===== src/rtl/cpu_alu_pkg.sv =====
// Shared ALU definitions: opcode constants and the sequential divider's state encoding.
package cpu_alu_pkg;

    localparam logic [4:0] ALU_ADD = 5'b00000;
    localparam logic [4:0] ALU_SUB = 5'b00001;
    localparam logic [4:0] ALU_MUL = 5'b01110;
    localparam logic [4:0] ALU_DIV = 5'b01111;

    typedef enum logic [2:0] {
        DIV_IDLE = 3'd0,
        DIV_PREP = 3'd1,
        DIV_ITER = 3'd2,
        DIV_FIX  = 3'd3,
        DIV_DONE = 3'd4
    } div_state_e;

endpackage


===== src/rtl/seq_div_unit_if.sv =====
// Request/result bundle of the sequential divider; master issues divides, slave is the unit.
interface seq_div_unit_if #(
    parameter int WIDTH = 32
);
    logic                 start;
    logic                 is_signed;
    logic [WIDTH-1:0]     dividend;
    logic [WIDTH-1:0]     divisor;
    logic                 busy;
    logic                 done;
    logic                 div_by_zero;
    logic [WIDTH-1:0]     quotient;
    logic [WIDTH-1:0]     remainder;
    logic [2*WIDTH-1:0]   c_data_out;

    modport master (
        output start, is_signed, dividend, divisor,
        input  busy, done, div_by_zero, quotient, remainder, c_data_out
    );

    modport slave (
        input  start, is_signed, dividend, divisor,
        output busy, done, div_by_zero, quotient, remainder, c_data_out
    );

endinterface


===== src/rtl/div_step.sv =====
// One restoring-division iteration: shift {R,Q} left, subtract D from R when it fits.
module div_step #(
    parameter int WIDTH = 32
) (
    input  logic [WIDTH:0]   r_in,
    input  logic [WIDTH-1:0] q_in,
    input  logic [WIDTH-1:0] d_in,
    output logic [WIDTH:0]   r_out,
    output logic [WIDTH-1:0] q_out
);

    logic [WIDTH:0] r_shift;
    logic [WIDTH:0] r_diff;
    logic           fits;

    assign r_shift = {r_in[WIDTH-1:0], q_in[WIDTH-1]};
    assign r_diff  = r_shift - {1'b0, d_in};
    // A set top bit means the true shifted value exceeds any WIDTH-bit divisor.
    assign fits    = r_in[WIDTH] | (r_shift >= {1'b0, d_in});
    assign r_out   = fits ? r_diff : r_shift;
    assign q_out   = {q_in[WIDTH-2:0], fits};

endmodule


===== src/rtl/seq_div_unit.sv =====
// Multi-cycle restoring divider, signed/unsigned, with divide-by-zero flag.
// Result layout on c_data_out is {remainder, quotient}.
module seq_div_unit
    import cpu_alu_pkg::*;
#(
    parameter int WIDTH = 32
) (
    input  logic         Clock,
    input  logic         clear,
    seq_div_unit_if.slave bus
);

    localparam int CNT_W = $clog2(WIDTH + 1);

    div_state_e          state_q, state_d;
    logic [CNT_W-1:0]    cnt_q, cnt_d;
    logic [WIDTH-1:0]    dvd_q, dvd_d;
    logic [WIDTH-1:0]    dvs_q, dvs_d;
    logic                sgn_q, sgn_d;
    logic [WIDTH:0]      rem_q, rem_d;
    logic [WIDTH-1:0]    quo_q, quo_d;
    logic [WIDTH-1:0]    mag_q, mag_d;
    logic                busy_q, busy_d;
    logic                done_q, done_d;
    logic                dbz_q, dbz_d;
    logic [WIDTH-1:0]    q_out_q, q_out_d;
    logic [WIDTH-1:0]    r_out_q, r_out_d;

    logic [WIDTH:0]      step_r;
    logic [WIDTH-1:0]    step_q;
    logic                dvd_neg;
    logic                dvs_neg;
    logic [WIDTH-1:0]    dvd_mag;
    logic [WIDTH-1:0]    dvs_mag;
    logic                divisor_zero;
    logic                last_step;
    logic [WIDTH-1:0]    q_fix;
    logic [WIDTH-1:0]    r_fix;

    div_step #(
        .WIDTH (WIDTH)
    ) u_step (
        .r_in  (rem_q),
        .q_in  (quo_q),
        .d_in  (mag_q),
        .r_out (step_r),
        .q_out (step_q)
    );

    // Magnitudes are unsigned WIDTH bits, so |MIN| keeps its bit pattern.
    assign dvd_neg      = sgn_q & dvd_q[WIDTH-1];
    assign dvs_neg      = sgn_q & dvs_q[WIDTH-1];
    assign dvd_mag      = dvd_neg ? (~dvd_q + 1'b1) : dvd_q;
    assign dvs_mag      = dvs_neg ? (~dvs_q + 1'b1) : dvs_q;
    assign divisor_zero = (dvs_q == '0);
    assign last_step    = (cnt_q == CNT_W'(WIDTH - 1));

    // Truncation toward zero: remainder follows the dividend's sign.
    assign q_fix = (dvd_neg ^ dvs_neg) ? (~quo_q + 1'b1) : quo_q;
    assign r_fix = dvd_neg ? (~rem_q[WIDTH-1:0] + 1'b1) : rem_q[WIDTH-1:0];

    always_ff @(posedge Clock or negedge clear) begin
        if (!clear) begin
            state_q <= DIV_IDLE;
        end else begin
            state_q <= state_d;
        end
    end

    always_comb begin
        state_d = state_q;
        unique case (state_q)
            DIV_IDLE: if (bus.start) state_d = DIV_PREP;
            DIV_PREP: state_d = divisor_zero ? DIV_DONE : DIV_ITER;
            DIV_ITER: if (last_step) state_d = DIV_FIX;
            DIV_FIX:  state_d = DIV_DONE;
            DIV_DONE: state_d = DIV_IDLE;
            default:  state_d = DIV_IDLE;
        endcase
    end

    always_comb begin
        cnt_d   = cnt_q;
        dvd_d   = dvd_q;
        dvs_d   = dvs_q;
        sgn_d   = sgn_q;
        rem_d   = rem_q;
        quo_d   = quo_q;
        mag_d   = mag_q;
        busy_d  = busy_q;
        done_d  = 1'b0;
        dbz_d   = dbz_q;
        q_out_d = q_out_q;
        r_out_d = r_out_q;
        unique case (state_q)
            DIV_IDLE: begin
                if (bus.start) begin
                    dvd_d  = bus.dividend;
                    dvs_d  = bus.divisor;
                    sgn_d  = bus.is_signed;
                    dbz_d  = 1'b0;
                    busy_d = 1'b1;
                end
            end
            DIV_PREP: begin
                if (divisor_zero) begin
                    q_out_d = '1;
                    r_out_d = dvd_q;
                    dbz_d   = 1'b1;
                    done_d  = 1'b1;
                    busy_d  = 1'b0;
                end else begin
                    rem_d = '0;
                    quo_d = dvd_mag;
                    mag_d = dvs_mag;
                    cnt_d = '0;
                end
            end
            DIV_ITER: begin
                rem_d = step_r;
                quo_d = step_q;
                cnt_d = cnt_q + CNT_W'(1);
            end
            DIV_FIX: begin
                q_out_d = q_fix;
                r_out_d = r_fix;
                done_d  = 1'b1;
                busy_d  = 1'b0;
            end
            default: ;
        endcase
    end

    always_ff @(posedge Clock or negedge clear) begin
        if (!clear) begin
            cnt_q   <= '0;
            dvd_q   <= '0;
            dvs_q   <= '0;
            sgn_q   <= 1'b0;
            rem_q   <= '0;
            quo_q   <= '0;
            mag_q   <= '0;
            busy_q  <= 1'b0;
            done_q  <= 1'b0;
            dbz_q   <= 1'b0;
            q_out_q <= '0;
            r_out_q <= '0;
        end else begin
            cnt_q   <= cnt_d;
            dvd_q   <= dvd_d;
            dvs_q   <= dvs_d;
            sgn_q   <= sgn_d;
            rem_q   <= rem_d;
            quo_q   <= quo_d;
            mag_q   <= mag_d;
            busy_q  <= busy_d;
            done_q  <= done_d;
            dbz_q   <= dbz_d;
            q_out_q <= q_out_d;
            r_out_q <= r_out_d;
        end
    end

    assign bus.busy        = busy_q;
    assign bus.done        = done_q;
    assign bus.div_by_zero = dbz_q;
    assign bus.quotient    = q_out_q;
    assign bus.remainder   = r_out_q;
    assign bus.c_data_out  = {r_out_q, q_out_q};

endmodule


===== src/flat_wrapper.sv =====
// flat-port wrapper written by rule: the top's interface ports become plain ports
module seq_div_unit_flat import cpu_alu_pkg::*;
#(
    parameter int WIDTH = 32
)
  (Clock, clear, bus_start, bus_is_signed, bus_dividend, bus_divisor, bus_busy, bus_done, bus_div_by_zero, bus_quotient, bus_remainder, bus_c_data_out);
  seq_div_unit_if #(.WIDTH(WIDTH)) bus_i ();
  input  logic Clock;
  input  logic clear;
  input wire logic [$bits(bus_i.start)-1:0] bus_start;
  input wire logic [$bits(bus_i.is_signed)-1:0] bus_is_signed;
  input wire logic [$bits(bus_i.dividend)-1:0] bus_dividend;
  input wire logic [$bits(bus_i.divisor)-1:0] bus_divisor;
  output wire logic [$bits(bus_i.busy)-1:0] bus_busy;
  output wire logic [$bits(bus_i.done)-1:0] bus_done;
  output wire logic [$bits(bus_i.div_by_zero)-1:0] bus_div_by_zero;
  output wire logic [$bits(bus_i.quotient)-1:0] bus_quotient;
  output wire logic [$bits(bus_i.remainder)-1:0] bus_remainder;
  output wire logic [$bits(bus_i.c_data_out)-1:0] bus_c_data_out;
  assign bus_i.start = bus_start;
  assign bus_i.is_signed = bus_is_signed;
  assign bus_i.dividend = bus_dividend;
  assign bus_i.divisor = bus_divisor;
  assign bus_busy = bus_i.busy;
  assign bus_done = bus_i.done;
  assign bus_div_by_zero = bus_i.div_by_zero;
  assign bus_quotient = bus_i.quotient;
  assign bus_remainder = bus_i.remainder;
  assign bus_c_data_out = bus_i.c_data_out;
  seq_div_unit #(.WIDTH(WIDTH)) u_core (.Clock(Clock), .clear(clear), .bus(bus_i));
endmodule

===== config.mk =====
export PLATFORM = sky130hd
export DESIGN_NAME = seq_div_unit_flat
export DESIGN_NICKNAME = d
export VERILOG_FILES = /design/src/rtl/cpu_alu_pkg.sv /design/src/rtl/seq_div_unit_if.sv /design/src/rtl/div_step.sv /design/src/rtl/seq_div_unit.sv /design/src/flat_wrapper.sv
export SDC_FILE = /design/constraint.sdc
export NUM_CORES = 1
export LEC_CHECK = 0
export BUFFER_PORTS_ARGS = -buffer_cell sky130_fd_sc_hd__buf_2
export CAP_MARGIN = 20
export CORE_ASPECT_RATIO = 0.75
export CORE_UTILIZATION = 45
export DETAILED_ROUTE_END_ITERATION = 10
export PLACE_DENSITY = 0.72
export SYNTH_ARGS = -nofsm -noshare
export SYNTH_HDL_FRONTEND = slang
export SYNTH_SLANG_ARGS = --single-unit

===== constraint.sdc =====
create_clock -name Clock -period 2.8 [get_ports Clock]
set_clock_uncertainty 0.1 [all_clocks]
set_input_delay 0.56 -clock Clock [delete_from_list [all_inputs] [get_ports Clock]]
set_output_delay 0.56 -clock Clock [all_outputs]
set_load 0.005 [all_outputs]

# After elaboration in Yosys (flattened, before gate mapping)
# Index checks and enable logic that the tools add are counted.
# word_totals
register_bits	238
latch_bits	0
mem_bits_rw	0
romBits	0
inputBits	68
output_inout_bits	131
word_cells	77
mem_count	0
# op_classes
n_addsub	6
n_mul	0
div	0
n_lt_le_gt_ge	1
n_eq_ne	8
shift	0
muxes	27
n_bitwise	9
n_reduce_logical	13
# op_table
op	count
$mux 32	7
$pmux 32 s2	3
$add 32x1->32 const B	4
$not 32->32	4
$mux 33	2
$pmux 33 s2	1
$ge 33x32->1	1
$sub 33x32->33	1
$logic_not 32->1	1
$pmux 3 s4	1
$pmux 6 s2	1
$reduce_and 2->1	5
$mux 3	3
$add 6x1->6 const B	1
$eq 3x2->1 const B	2
$eq 6x5->1 const B	1
$mux 6	1
$reduce_and 3->1	2
$reduce_bool 2->1	3
$mux 1	5
$ne 2x1->1 const B	2
$ne 2x2->1 const B	2
$pmux 1 s2	2
$eq 3x1->1 const B	1
other kinds (7)	8

# Depth between registers and ports, before layout
# logic_depth
word_depth	5
ltp_mapped	14
depth_no_buf	13

# Hierarchy
# Synthesis repeated with hierarchy kept, for this count alone.
# unflattened
hier_cells	1646
area_unflattened_um2	14975.6
# by_module_without_submodules
module	instances	cells_per_inst	area_each_um2	seq_area_each_um2
seq_div_unit	1	1272	12497.0	5955.7
div_step	1	374	2478.6	0.0

# Worst setup path after synthesis
# OpenSTA, ideal clock, no wires.
# synth_timing
path_type	reg-to-reg
startpoint	reg u_core.quo_q[31]
endpoint	reg u_core.rem_q[26]
setup_time_ns	0.120
t_arrival_ns	2.788
required_time_ns	2.580
slack_ns	-0.208
path_stages_with_launch	14
n_path_buf	0
period_less_slack_ns	3.008
path_cell_list	dfrtp_1 > inv_1 > ha_1 > inv_1 > fa_1 > a211o_1 > a21oi_1 > or2_2 > o22ai_1 > a311oi_1 > o31ai_1 > a41oi_1 > xnor2_1 > a31o_2
# synth_via
elab_chain_len	4
word_cells_on_any_way	5
cone_classes	1 x add/sub; 1 x order compare; 2 x mux; 1 x bitwise
# synth_lines
element	line_no	source
start, declared	seq_div_unit.sv:21	logic [WIDTH-1:0] quo_q, quo_d;
start signal, assigned	seq_div_unit.sv:154	quo_q <= quo_d;
$ge 33x32->1	div_step.sv:19	assign fits = r_in[WIDTH] | (r_shift >= {1'b0, d_in});
$or 1x1->1	div_step.sv:19	
$mux 33 *	div_step.sv:20	assign r_out = fits ? r_diff : r_shift;
$pmux 33 s2 *	seq_div_unit.sv:95	unique case (state_q)
end signal, assigned	seq_div_unit.sv:153	rem_q <= rem_d;
end, declared	seq_div_unit.sv:20	logic [WIDTH:0] rem_q, rem_d;
# Mark *: on every way between the ends. The rest lies on a longest branch, timed or not.
# A chain may end at the register's enable or synchronous reset.

# Final worst setup path
# layout_timing
startpoint	reg u_core.quo_q[31]
endpoint	reg u_core.rem_q[30]
# Same word-level chain as after synthesis.

==> results.txt <==
The routed design could run at a clock period as short as 2.984 ns. Once detail routing completed, the nets flagged for antenna violations numbered 0. At the end of the flow the core is filled with cells to 59.86%. The class of the worst hold path was input pin to flop.

The floorplan step defined a core boundary enclosing 30550 µm². After synthesis, the share of flip-flops with an asynchronous set or reset is 100.0%. Most used flip-flop cell after synthesis: dfrtp_1. The largest single stage delay on the critical path is 0.39 ns.

Counting every sink on the clock net gives 238. Per report_power, the combinational group accounts for 58.7% of the total. The number of antenna violations at the first check in global routing came out at 0. The synthesized design contains 0 enable-type register cells.

The first-pass GRT wire length was 67010 µm; the top achievable clock speed was 335.1 MHz. Critical path class: flop to flop. The run gives 8 as the detailed-routing iteration count for the pre-antenna-repair pass. Of all nets on the critical path, the largest fanout is 3.

The later pin in the worst-skew pair is clocked with a latency of 0.56 ns. Global routing used 26.35% of the available tracks. For the flop-to-flop setup slack, the log shows -0.18 ns. The count of cell types in the netlist came out at 69. In the routed design, unresolved DRC markers number 10. The worst setup path is launched from a flop. By instance count, the cell type seen most on the critical path is inv_2.

The area growth from synthesis to layout is 29.18%. The number of fillers in the final layout is 2583, and the post-route fraction of the period consumed by the critical path is 106.6%. The detail-routed net length per standard cell works out to 19.38 µm. The tools report the leakage component of the power as 8.344 nW. Synthesis produced a netlist whose cell count is 1542. Data arrives at the worst endpoint at 3.36 ns. The flow ran to the end, but the final reports show violations. In this run, flip-flops and latches consume 26.2% of the power. The number of clock buffers added by TritonCTS is 26.

The run gives 0.6528 mV as the worst voltage drop across the vdd grid. The number of global-route vias before repair came out at 12.20k. The hold-critical path depth was 3. The logs give 3 for the number of buffers on the longest clock path and 42.06% for the proportion of synthesized chip area in sequential cells.

Quantity of I/O buffers inserted on ports: 198. Setup repair after global routing could not meet its margin everywhere. The run gives 1 as the maximum level of the CTS H-tree. The net count of the finished layout was 1942. The routed design has 43680 µm of wire. The critical path endpoint category was a flop. The number of antenna diodes in the final layout is 0. The final number of setup-violating endpoints is 12, and the post-route standard cell area excluding fillers is 18290 µm².

Walking the worst path, the cells encountered are inv_2, ha_4, inv_2, fa_2, a211o_1, a21oi_2, buf_4, nor4_2, o31a_1, o22a_1, a31oi_1, xnor2_1, mux2i_1, o22ai_1. The standard cell with the maximum stage delay on the critical path was dfrtp_1. The first routing iteration left 1262 violations. For the worst setup path, the data required time is 3.17 ns. The tools report the endpoint of the worst hold path as u_core.dvd_q[4]$_DFFE_PN0P_. The floorplan die area came out at 32190 µm². The tools report the start of the worst register-to-register path as u_core.quo_q[31]$_DFFE_PN0P_. The combined buffer and inverter count along the critical path works out to 3.

The startpoint identified for the worst hold timing path is bus_dividend[4]. The wire-length estimate of the detail-placed layout is 30580 µm. The overall die width works out to 206.8 µm.

Net switching is 42.87% of the power. Die extent in y: 155.6 µm. For this configuration, the core starts out at a cell density of 46.34%. The slack of the critical path was -0.1842 ns; the count of synthesis-stage warnings from yosys was 0. After global routing the overflow that remains totals 0.

The flip-flop and latch count after synthesis works out to 238. The tools report the net count after synthesis as 1648. Design internal power: 15.10 mW. The overall via count from detail_route is 12.92k. TritonCTS built the clock tree.

The CTS clock-pin slew for the worst setup and hold paths is 0.07 ns, and the minimum setup slack after placement is -0.2458 ns. Pin placement for this block handled 199 I/O pins. After floorplanning, the core was divided into 55 placement rows. The post-place instance area was 16430 µm²; the post-synthesis average cell area was 9.183 µm². Of the cells placed in the final design, the portion with a size suffix greater than 1 is 33.75%. The critical path's top delay family was compound AO/OA/AOI/OAI gates. For this design the ratio of total power to cell area is 1445 nW/µm². The final reports fail on DRC, setup timing. For the number of pins with negative max-slew slack in the final report, the log shows 0.

Hold violation total from the final report: 0. The synthesized cell area came out at 14160 µm². Ratio of routed vias to standard cells: 5.730.

The run gives 0.9356 as the final estimated routing congestion in global placement. The cell sitting at the root of the clock tree is a clkbuf_16. Worst max-slew margin expressed relative to the limit: 51.36%. The worst register-to-register path ends at u_core.rem_q[30]$_DFFE_PN0P_. At the pin with the least slew margin, the transition time is 0.7229 ns. The analysis attributes to net switching a power of 11.33 mW. The clock network accounts for 15.1% of the total power. The run gives 76 as the maximum number of pins on one net before global-route repair.

Counting cells, the worst reg-to-reg path comes to 14. Across the run, the number of max-cap violations was 0.
-- synth_stat cells, drive strengths merged, types with 10 or more instances --
| master | n | area (µm²) |
|---|---|---|
| a21o | 10 | 75.07 |
| a21oi | 133 | 669.4 |
| a221o | 24 | 240.2 |
| a22oi | 18 | 135.1 |
| a31oi | 18 | 112.6 |
| and2 | 10 | 62.56 |
| buf | 94 | 676.9 |
| clkbuf | 48 | 180.2 |
| dfrtp | 238 | 5956 |
| ha | 37 | 462.9 |
| inv | 61 | 229.0 |
| mux2 | 58 | 653.1 |
| mux2i | 19 | 190.2 |
| nand2 | 144 | 545.5 |
| nand3 | 14 | 70.07 |
| nor2 | 141 | 531.8 |
| nor3 | 46 | 235.2 |
| nor4 | 21 | 165.2 |
| o21ai | 121 | 605.6 |
| o22ai | 14 | 87.58 |
| o31ai | 16 | 120.1 |
| o41ai | 10 | 95.10 |
| or3 | 13 | 86.33 |
| xnor2 | 79 | 691.9 |
| xor2 | 71 | 621.9 |
-- per-layer routing --
layer | global-route usage [%] | vias to the layer above | routed length (µm)
met5 | 0 | - | 0
met4 | 5.944 | 0 | 1008
met3 | 3.759 | 70 | 3054
met2 | 40.36 | 516 | 19500
met1 | 39.22 | 6372 | 20120
li1 | - | 5957 | -
-- layout by cell type (no fill, tap or decap), drive strengths merged, types with 13 or more instances in the layout --
| cell | instances |
|---|---|
| mux2i | 19 |
| buf | 402 |
| or3 | 13 |
| clkbuf | 35 |
| inv | 61 |
| o21ai | 121 |
| xnor2 | 79 |
| a221o | 24 |
| a31oi | 18 |
| o22ai | 14 |
| dfrtp | 238 |
| nor2 | 141 |
| o31ai | 16 |
| nor4 | 21 |
| nand3 | 14 |
| nor3 | 46 |
| mux2 | 58 |
| a21oi | 133 |
| ha | 37 |
| xor2 | 71 |
| a22oi | 18 |
| nand2 | 144 |
-- worst reg2reg max path: stages, from the launching register on --
cell	delay (ns)
dfrtp_1	0.39
inv_2	0.09
ha_4	0.14
inv_2	0.03
fa_2	0.33
a211o_1	0.29
a21oi_2	0.22
buf_4	0.15
nor4_2	0.05
o31a_1	0.25
o22a_1	0.22
a31oi_1	0.20
xnor2_1	0.18
mux2i_1	0.12
o22ai_1	0.13
-- how the worst max path moves through the flow --
stage | startpoint | end | cells after the start
after floorplan | u_core.quo_q[31]$_DFFE_PN0P_ | u_core.rem_q[26]$_DFFE_PN0P_ | 13
after global placement | u_core.quo_q[31]$_DFFE_PN0P_ | u_core.rem_q[26]$_DFFE_PN0P_ | 13
after detailed placement | u_core.quo_q[31]$_DFFE_PN0P_ | u_core.rem_q[26]$_DFFE_PN0P_ | 13
after CTS | u_core.quo_q[31]$_DFFE_PN0P_ | u_core.rem_q[30]$_DFFE_PN0P_ | 14
after global routing | u_core.quo_q[31]$_DFFE_PN0P_ | u_core.rem_q[30]$_DFFE_PN0P_ | 14
final | u_core.quo_q[31]$_DFFE_PN0P_ | u_core.rem_q[30]$_DFFE_PN0P_ | 14
-- area by class of cell --
type | count | area [µm²] | share of cell area (%)
Clock buffer | 32 | 734.5 | 4.015
Clock inverter | 15 | 250.2 | 1.368
Inverter | 61 | 229.0 | 1.252
Multi-Input combinational cell | 1101 | 7754 | 42.39
Sequential cell | 238 | 5957 | 32.57
Tap cell | 399 | 499.2 | 2.729
Timing Repair Buffer | 408 | 2868 | 15.68
-- state kept, by name, indices dropped and copies added (netlist names), 3 cells and up --
name / flops
u_core.dvd_q: 32
u_core.cnt_q: 6
u_core.mag_q: 32
u_core.dvs_q: 32
u_core.bus.quotient: 32
u_core.rem_q: 33
u_core.state_q: 3
u_core.quo_q: 32
u_core.bus.remainder: 32
-- kinds of logic (layout without fill, tap and decap cells) --
family | Yosys count | in the layout | share of synthesized area [%]
and+or+nand+nor | 433 | 433 | 14.17
AOI/OAI and AO/OA | 403 | 403 | 17.45
DFF | 238 | 238 | 42.06
buffers and inverters | 203 | 516 | 7.670
xor gates and xnor gates | 150 | 150 | 9.278
muxes | 77 | 77 | 5.956
adders and majority gates | 38 | 38 | 3.411
-- stage by stage --
stage                     total power, mW  hold WS (ns)  setup TNS, ns  std cells
after detailed placement            20.56        0.3615         -7.253       2184
after global placement              20.32        0.3602         -5.307       2184
after floorplan                     15.65        0.1644       -0.03772       1542
after CTS                           25.43        0.1173        -0.4228       2241
after global routing                28.15        0.1353         -3.543       2254
final                               26.44        0.1250        -0.9088       2254
-- power groups by stage --
stage          sequential (mW)  clock, mW  combinational [mW]
2_1_floorplan             6.55          0                9.11
3_3_place_gp              6.76          0                13.6
6_report                  6.92       3.99                15.5
5_1_grt                   7.11       4.15                16.9
4_1_cts                   6.82       4.03                14.6
3_5_place_dp              6.83          0                13.7
-- timing repair --
action / CTS / global route
setup endpoints to repair: 77 / 123
cloned: 2 / 3
endpoints found under the hold margin: 52 / 0
buffers inserted: 8 / 10
resized for setup: 49 / 78
pin swaps: 20 / 39
hold buffers: 1 / 0
Note: power is estimated with default switching activity, not from simulation.
